<file path="config.mk">
export PLATFORM = sky130hd
export DESIGN_NAME = ksa_swap_flat
export DESIGN_NICKNAME = d
export VERILOG_FILES = /design/src/rtl/ksa_swap_pkg.sv /design/src/rtl/ksa_swap_if.sv /design/src/rtl/ksa_swap.sv /design/src/flat_wrapper.sv
export SDC_FILE = /design/constraint.sdc
export NUM_CORES = 1
export LEC_CHECK = 0
export CAP_MARGIN = 0
export CORE_MARGIN = 5
export CORE_UTILIZATION = 43
export DETAILED_ROUTE_END_ITERATION = 8
export GPL_TIMING_DRIVEN = 0
export PLACE_DENSITY_LB_ADDON = 0.12
export SYNTH_ARGS = -nofsm -noshare
export SYNTH_HDL_FRONTEND = slang
export SYNTH_SLANG_ARGS = --single-unit
</file>
<file path="constraint.sdc">
create_clock -name clk -period 2.87 [get_ports clk]
set_input_delay 0.574 -clock clk [delete_from_list [all_inputs] [get_ports clk]]
set_output_delay 0.574 -clock clk [all_outputs]
set_load 0.02 [all_outputs]
</file>
<file path="src/rtl/ksa_swap_pkg.sv">
// ksa_swap_pkg -- shared definitions for the RC4 key-scheduling swap loop.
//   KEY_LEN_DEF / RD_LAT_DEF : default parameter values for ksa_swap
//   S_DEPTH / S_WIDTH / S_AW : S-memory geometry (256 x 8) and address width
//   state_t                  : swap-loop FSM state encoding
package ksa_swap_pkg;

  localparam int KEY_LEN_DEF = 3;
  localparam int RD_LAT_DEF  = 2;
  localparam int S_DEPTH     = 256;
  localparam int S_WIDTH     = 8;
  localparam int S_AW        = $clog2(S_DEPTH);

  typedef enum logic [3:0] {
    IDLE,
    RD_SI,
    WAIT_SI,
    CALC_J,
    RD_SJ,
    WAIT_SJ,
    WR_SI,
    WR_SJ,
    NEXT,
    DONE
  } state_t;

endpackage

</file>
<file path="src/rtl/ksa_swap_if.sv">
// ksa_swap_if -- S-memory port bundle.
//   address : S-memory address        (master -> slave)
//   data    : S-memory write data     (master -> slave)
//   wren    : S-memory write enable   (master -> slave)
//   q       : S-memory read data      (slave  -> master)
interface ksa_swap_if;
  import ksa_swap_pkg::*;

  logic [S_AW-1:0]    address;
  logic [S_WIDTH-1:0] data;
  logic               wren;
  logic [S_WIDTH-1:0] q;

  modport master (output address, data, wren, input q);
  modport slave  (input address, data, wren, output q);

endinterface

</file>
<file path="src/rtl/ksa_swap.sv">
// ksa_swap -- RC4 key-scheduling swap loop over a 256 x 8 S-memory.
// For i = 0..255: j = j + S[i] + key[i mod KEY_LEN]; swap S[i], S[j].
// Ports:
//   clk        : clock, rising edge
//   reset_n    : asynchronous active-low reset
//   start      : level, sampled only in IDLE; launches the loop
//   secret_key : key bytes, byte 0 in the most significant byte
//   mem        : S-memory bus (address/data/wren registered, q read data)
//   done       : registered, sticky until reset once the loop has finished
//
// state   | meaning
// --------+-----------------------------------------------------------
// IDLE    | waiting for start, no memory traffic
// RD_SI   | address = i presented
// WAIT_SI | RD_LAT cycles of read latency for S[i]
// CALC_J  | si = q, j = j + si + key byte
// RD_SJ   | address = j presented
// WAIT_SJ | RD_LAT cycles of read latency, S[j] captured on the last one
// WR_SI   | write S[i] = sj
// WR_SJ   | write S[j] = si
// NEXT    | advance i and k, or finish after i == 255
// DONE    | done held high, leaves only by reset
module ksa_swap
  import ksa_swap_pkg::*;
#(
  parameter int KEY_LEN = KEY_LEN_DEF,
  parameter int RD_LAT  = RD_LAT_DEF
) (
  input  logic                 clk,
  input  logic                 reset_n,
  input  logic                 start,
  input  logic [8*KEY_LEN-1:0] secret_key,
  ksa_swap_if.master           mem,
  output logic                 done
);

  localparam int KW = (KEY_LEN > 1) ? $clog2(KEY_LEN) : 1;
  localparam int WW = $clog2(RD_LAT + 1);
  localparam logic [KW-1:0]   K_LAST = KW'(KEY_LEN - 1);
  localparam logic [WW-1:0]   W_LOAD = WW'(RD_LAT);
  localparam logic [S_AW-1:0] I_LAST = S_AW'(S_DEPTH - 1);

  state_t             state;
  logic [S_AW-1:0]    i;
  logic [S_AW-1:0]    j;
  logic [KW-1:0]      k;
  logic [S_WIDTH-1:0] si;
  logic [WW-1:0]      wait_cnt;
  logic [S_WIDTH-1:0] key_byte;
  logic [S_AW-1:0]    j_next;

  always_comb begin
    key_byte = '0;
    for (int b = 0; b < KEY_LEN; b++) begin
      if (k == KW'(b)) key_byte = secret_key[8*(KEY_LEN-b)-1 -: 8];
    end
  end

  // 8-bit sum, carry dropped: j wraps mod 256
  assign j_next = j + mem.q + key_byte;

  // sj has no register of its own: S[j] is captured straight into the
  // write-data register, which is exactly what WR_SI needs to present.
  always_ff @(posedge clk or negedge reset_n) begin
    if (!reset_n) begin
      state       <= IDLE;
      i           <= '0;
      j           <= '0;
      k           <= '0;
      si          <= '0;
      wait_cnt    <= '0;
      mem.address <= '0;
      mem.data    <= '0;
      mem.wren    <= 1'b0;
      done        <= 1'b0;
    end else begin
      case (state)
        IDLE: begin
          mem.wren <= 1'b0;
          if (start) begin
            mem.address <= i;
            state       <= RD_SI;
          end
        end
        RD_SI: begin
          wait_cnt <= W_LOAD;
          state    <= WAIT_SI;
        end
        WAIT_SI: begin
          if (wait_cnt == WW'(1)) state <= CALC_J;
          else wait_cnt <= wait_cnt - 1'b1;
        end
        CALC_J: begin
          si          <= mem.q;
          j           <= j_next;
          mem.address <= j_next;
          state       <= RD_SJ;
        end
        RD_SJ: begin
          wait_cnt <= W_LOAD;
          state    <= WAIT_SJ;
        end
        WAIT_SJ: begin
          if (wait_cnt == WW'(1)) begin
            mem.address <= i;
            mem.data    <= mem.q;
            mem.wren    <= 1'b1;
            state       <= WR_SI;
          end else begin
            wait_cnt <= wait_cnt - 1'b1;
          end
        end
        WR_SI: begin
          mem.address <= j;
          mem.data    <= si;
          state       <= WR_SJ;
        end
        WR_SJ: begin
          mem.wren <= 1'b0;
          state    <= NEXT;
        end
        NEXT: begin
          if (i == I_LAST) begin
            state <= DONE;
          end else begin
            i           <= i + 1'b1;
            k           <= (k == K_LAST) ? '0 : k + 1'b1;
            mem.address <= i + 1'b1;
            state       <= RD_SI;
          end
        end
        DONE: begin
          mem.wren <= 1'b0;
          done     <= 1'b1;
        end
        default: state <= IDLE;
      endcase
    end
  end

endmodule

</file>
<file path="src/flat_wrapper.sv">
// flat-port wrapper written by rule: the top's interface ports become plain ports
module ksa_swap_flat import ksa_swap_pkg::*;
#(
  parameter int KEY_LEN = KEY_LEN_DEF,
  parameter int RD_LAT  = RD_LAT_DEF
)
  (clk, reset_n, start, secret_key, done, mem_address, mem_data, mem_wren, mem_q);
  ksa_swap_if mem_i ();
  input  logic clk;
  input  logic reset_n;
  input  logic start;
  input  logic [8*KEY_LEN-1:0] secret_key;
  output logic done;
  output wire logic [$bits(mem_i.address)-1:0] mem_address;
  output wire logic [$bits(mem_i.data)-1:0] mem_data;
  output wire logic [$bits(mem_i.wren)-1:0] mem_wren;
  input wire logic [$bits(mem_i.q)-1:0] mem_q;
  assign mem_address = mem_i.address;
  assign mem_data = mem_i.data;
  assign mem_wren = mem_i.wren;
  assign mem_i.q = mem_q;
  ksa_swap #(.KEY_LEN(KEY_LEN), .RD_LAT(RD_LAT)) u_core (.clk(clk), .reset_n(reset_n), .start(start), .secret_key(secret_key), .mem(mem_i), .done(done));
endmodule
</file>
==> impl_metrics.ini <==
[setup_path]
worstPathRequired_ns = 3.09
critPathMostFrequentCell = buf_6
cp_max_fo = 3
rr_worst_depth = 14
cp-end-kind = register
slowest_delay_ns = 0.48
crit_family = adder cells
worstSetupPathType = reg -> reg
cp-start-kind = register
critical_path_depth = 14
path_cells = buf_6 > buf_12 > mux2i_1 > nor2_1 > a21oi_2 > fa_1 > buf_6 > fa_2 > nor2b_2 > o31a_1 > o22ai_2 > xnor2_1 > nand2_1 > a221oi_2
crit_arrival_ns = 3.24
slowest_stage = fa_1
path_buf_inv = 3

[route]
drt_iter0_markers = 138
vias = 2693
vias_per_cell = 5.17
antenna_left = 0
finalWirelength_um = 7690
first_pass_iters = 4
drc = 0
wl_per_cell_um = 14.8

[clock_network]
clkSlewWorstSetupHoldPaths_ns = 0.11
clockBufferDepth = 2
cts_tree = built
hold_buffers = 0
htree_num_levels = 2
clk_latency_ns = 0.31
clock-root-buffer = clkbuf_8
cts_sinks = 50
numCtsBuffers = 5

[synth]
synth_top_area_cell = dfrtp_1
yosys-top-cells-area = dfrtp_1, a21oi_1, fa_1, mux2i_1, nand2_1
synth_compound_area_share_pct = 19.8
synthMuxAreaShare_pct = 5.53
synth.avg_cell_area_um2 = 8.86
ys_warn_count = 0
async_flop_share_pct = 100
yosys.area_share.simple_pct = 15.3
yosys.cell_types.count = 51
yosys_register_bits = 50
synth_edf_count = 0
netlist_area_um2 = 3100
synth_most_common_cell = dfrtp_1
syn-num-nets = 401
synth_top_family_by_area = compound AO/OA/AOI/OAI gates
syn_inst = 350
synth_xor_area_share_pct = 3.67
synth_ff_type = dfrtp_1
synthTopCellsByCount = dfrtp_1, nand2_1, a21oi_1, inv_1, nor2_1
seq_area_frac_synth_pct = 40.3
synth_top_area_share_pct = 40.3
synth_adder_area_share_pct = 8.39

[timing]
finalHoldViolations = 0
period_share_pct = 105
fin_skew_ns = 0.0117
rsz0062_at_grt = true
fin_ws_ns = -0.150
worstMarginPinSlew_ns = 0.632
setup_viol = 5
max_freq_mhz = 331
holdWs_ns = 0.263
slew_headroom_pct = 57.9
fin_crit_ns = 3.02
final-max-slew-violation-count = 0

[final_layout]
fill_cells = 659
layoutNonFillerInstCount = 521
layout-drive-gt1-share_pct = 16.1
antenna_cells = 0
utilization_pct = 57.9
syn2layout_area_growth_pct = 33.1
final_nets = 472

[placed_design]
gp_congestion = 0.884
hpwl_um = 5810
dp.cells = 502
portBuffers = 52
place_ws_ns = -0.707

[status]
status = finished, violations left
violations = negative setup slack

[grt]
grt_pass1_vias = 2597
grt_use_total_pct = 17.6
antenna_found_initial = 0
gr-total-overflow = 0
grt_pass1_wl_um = 12400
grt_max_degree = 27

[die]
die_y_um = 94.9
placementRows = 31
start_util_pct = 43.5
die_w_um = 94.9
core_area_um2 = 7140
ios = 53
die-area_um2 = 9010

[power]
p_leak_nw = 1.86
peakVddDrop_mv = 0.263
p_per_area_nw_per_um2 = 648
p_total_w = 0.00267

[job]
maxCapViolCount = 0

[min_path]
hold_path.class = in -> async
[per-stage QoR]
stage,instance area (µm²),TNS (ns)
finish,4130,-0.400
global route,4130,-1.32
CTS,4010,-0.529
detailed placement,3770,-4.23
global placement,3760,-21.41
floorplan,3110,0
[placed cells by master, fill, tap and decap left out, types with 2 or more instances in the layout]
cell type | netlist | layout
a211oi_2 | 0 | 3
clkbuf_8 | 0 | 5
xnor2_2 | 0 | 2
and3_1 | 5 | 5
nor2_1 | 31 | 31
a211oi_1 | 7 | 2
inv_2 | 0 | 3
o21a_1 | 2 | 2
nand2_1 | 38 | 38
a211oi_4 | 0 | 2
buf_4 | 1 | 10
clkbuf_1 | 11 | 9
buf_12 | 0 | 2
inv_1 | 31 | 28
nor2b_1 | 3 | 2
a31oi_1 | 4 | 4
o22ai_1 | 3 | 2
o21bai_1 | 2 | 2
xor2_1 | 4 | 4
a21o_1 | 7 | 7
xnor2_1 | 9 | 7
a221oi_2 | 0 | 2
fa_1 | 8 | 7
or3_1 | 3 | 3
dfrtp_1 | 50 | 50
buf_2 | 6 | 7
o21ai_2 | 1 | 3
ha_4 | 0 | 4
nor3_1 | 5 | 4
a2bb2oi_1 | 2 | 2
a21oi_1 | 33 | 27
mux2i_1 | 16 | 16
dlygate4sd2_1 | 0 | 3
ha_1 | 8 | 3
o21ai_0 | 27 | 25
buf_6 | 1 | 3
a21oi_2 | 0 | 6
nand3_1 | 7 | 7
clkdlybuf4s50_1 | 0 | 48
[timing repair]
item	in CTS	in global routing
pin swaps	9	12
resized for setup	20	20
cloned	0	0
buffers inserted	8	3
setup endpoints to repair	8	8
[kinds of logic after synthesis]
logic type / count (synthesis)
AO/OA/AOI/OAI: 100
multiplexers: 17
flip-flops: 50
XOR/XNOR: 13
buffers and inverters: 52
AND/OR/NAND/NOR: 102
adder cells (fa/ha/maj): 16
[flip-flops by register name, summed over array words and instances, names as in the netlist]
name,cells
u_core.done,1
u_core.i,8
u_core.j,8
u_core.k,2
u_core.mem.address,8
u_core.mem.data,8
u_core.mem.wren,1
u_core.si,8
u_core.state,4
u_core.wait_cnt,2
[final timing paths]
check	startpoint	endpoint	slack (ns)
min in group clk	u_core.mem.address[3]$_DFFE_PN0P_	u_core.mem.address[3]$_DFFE_PN0P_	0.49
worst min-delay path	reset_n	u_core.mem.data[3]$_DFFE_PN0P_	0.26
worst min register to register	u_core.mem.address[3]$_DFFE_PN0P_	u_core.mem.address[3]$_DFFE_PN0P_	0.49
worst max-delay path	u_core.k[0]$_DFFE_PN0P_	u_core.mem.address[7]$_DFFE_PN0P_	-0.15
worst max register to register	u_core.k[0]$_DFFE_PN0P_	u_core.mem.address[7]$_DFFE_PN0P_	-0.15
max in group asynchronous	reset_n	u_core.mem.address[1]$_DFFE_PN0P_	2.03
[report_power, final]
part | internal (W) | total [W] | switching [W]
combinational | 0.000690 | 0.00134 | 0.000647
sequential | 0.000822 | 0.000903 | 0.0000804
clock | 0.000177 | 0.000435 | 0.000258
total | 0.00169 | 0.00267 | 0.000985
[final cells by class]
class                   count  area (µm²)  share of cell area, %
clock buffers               5        68.8                   1.67
flip-flops and latches     50        1250                   30.3
clock inverters             3        25.0                  0.606
plain buffers              21         110                   2.67
multi-input cells         248        1800                   43.7
inverters                  31         116                   2.82
well taps                  99         124                   3.00
repair buffers             64         631                   15.3
[routing by layer]
metal / GRT usage [%] / wire, µm
met5: 0 / 0
met4: 5.53 / 132
met3: 3.35 / 432
met2: 30.7 / 3770
met1: 21.9 / 3360
No activity file was read; power rests on OpenSTA's default activity.
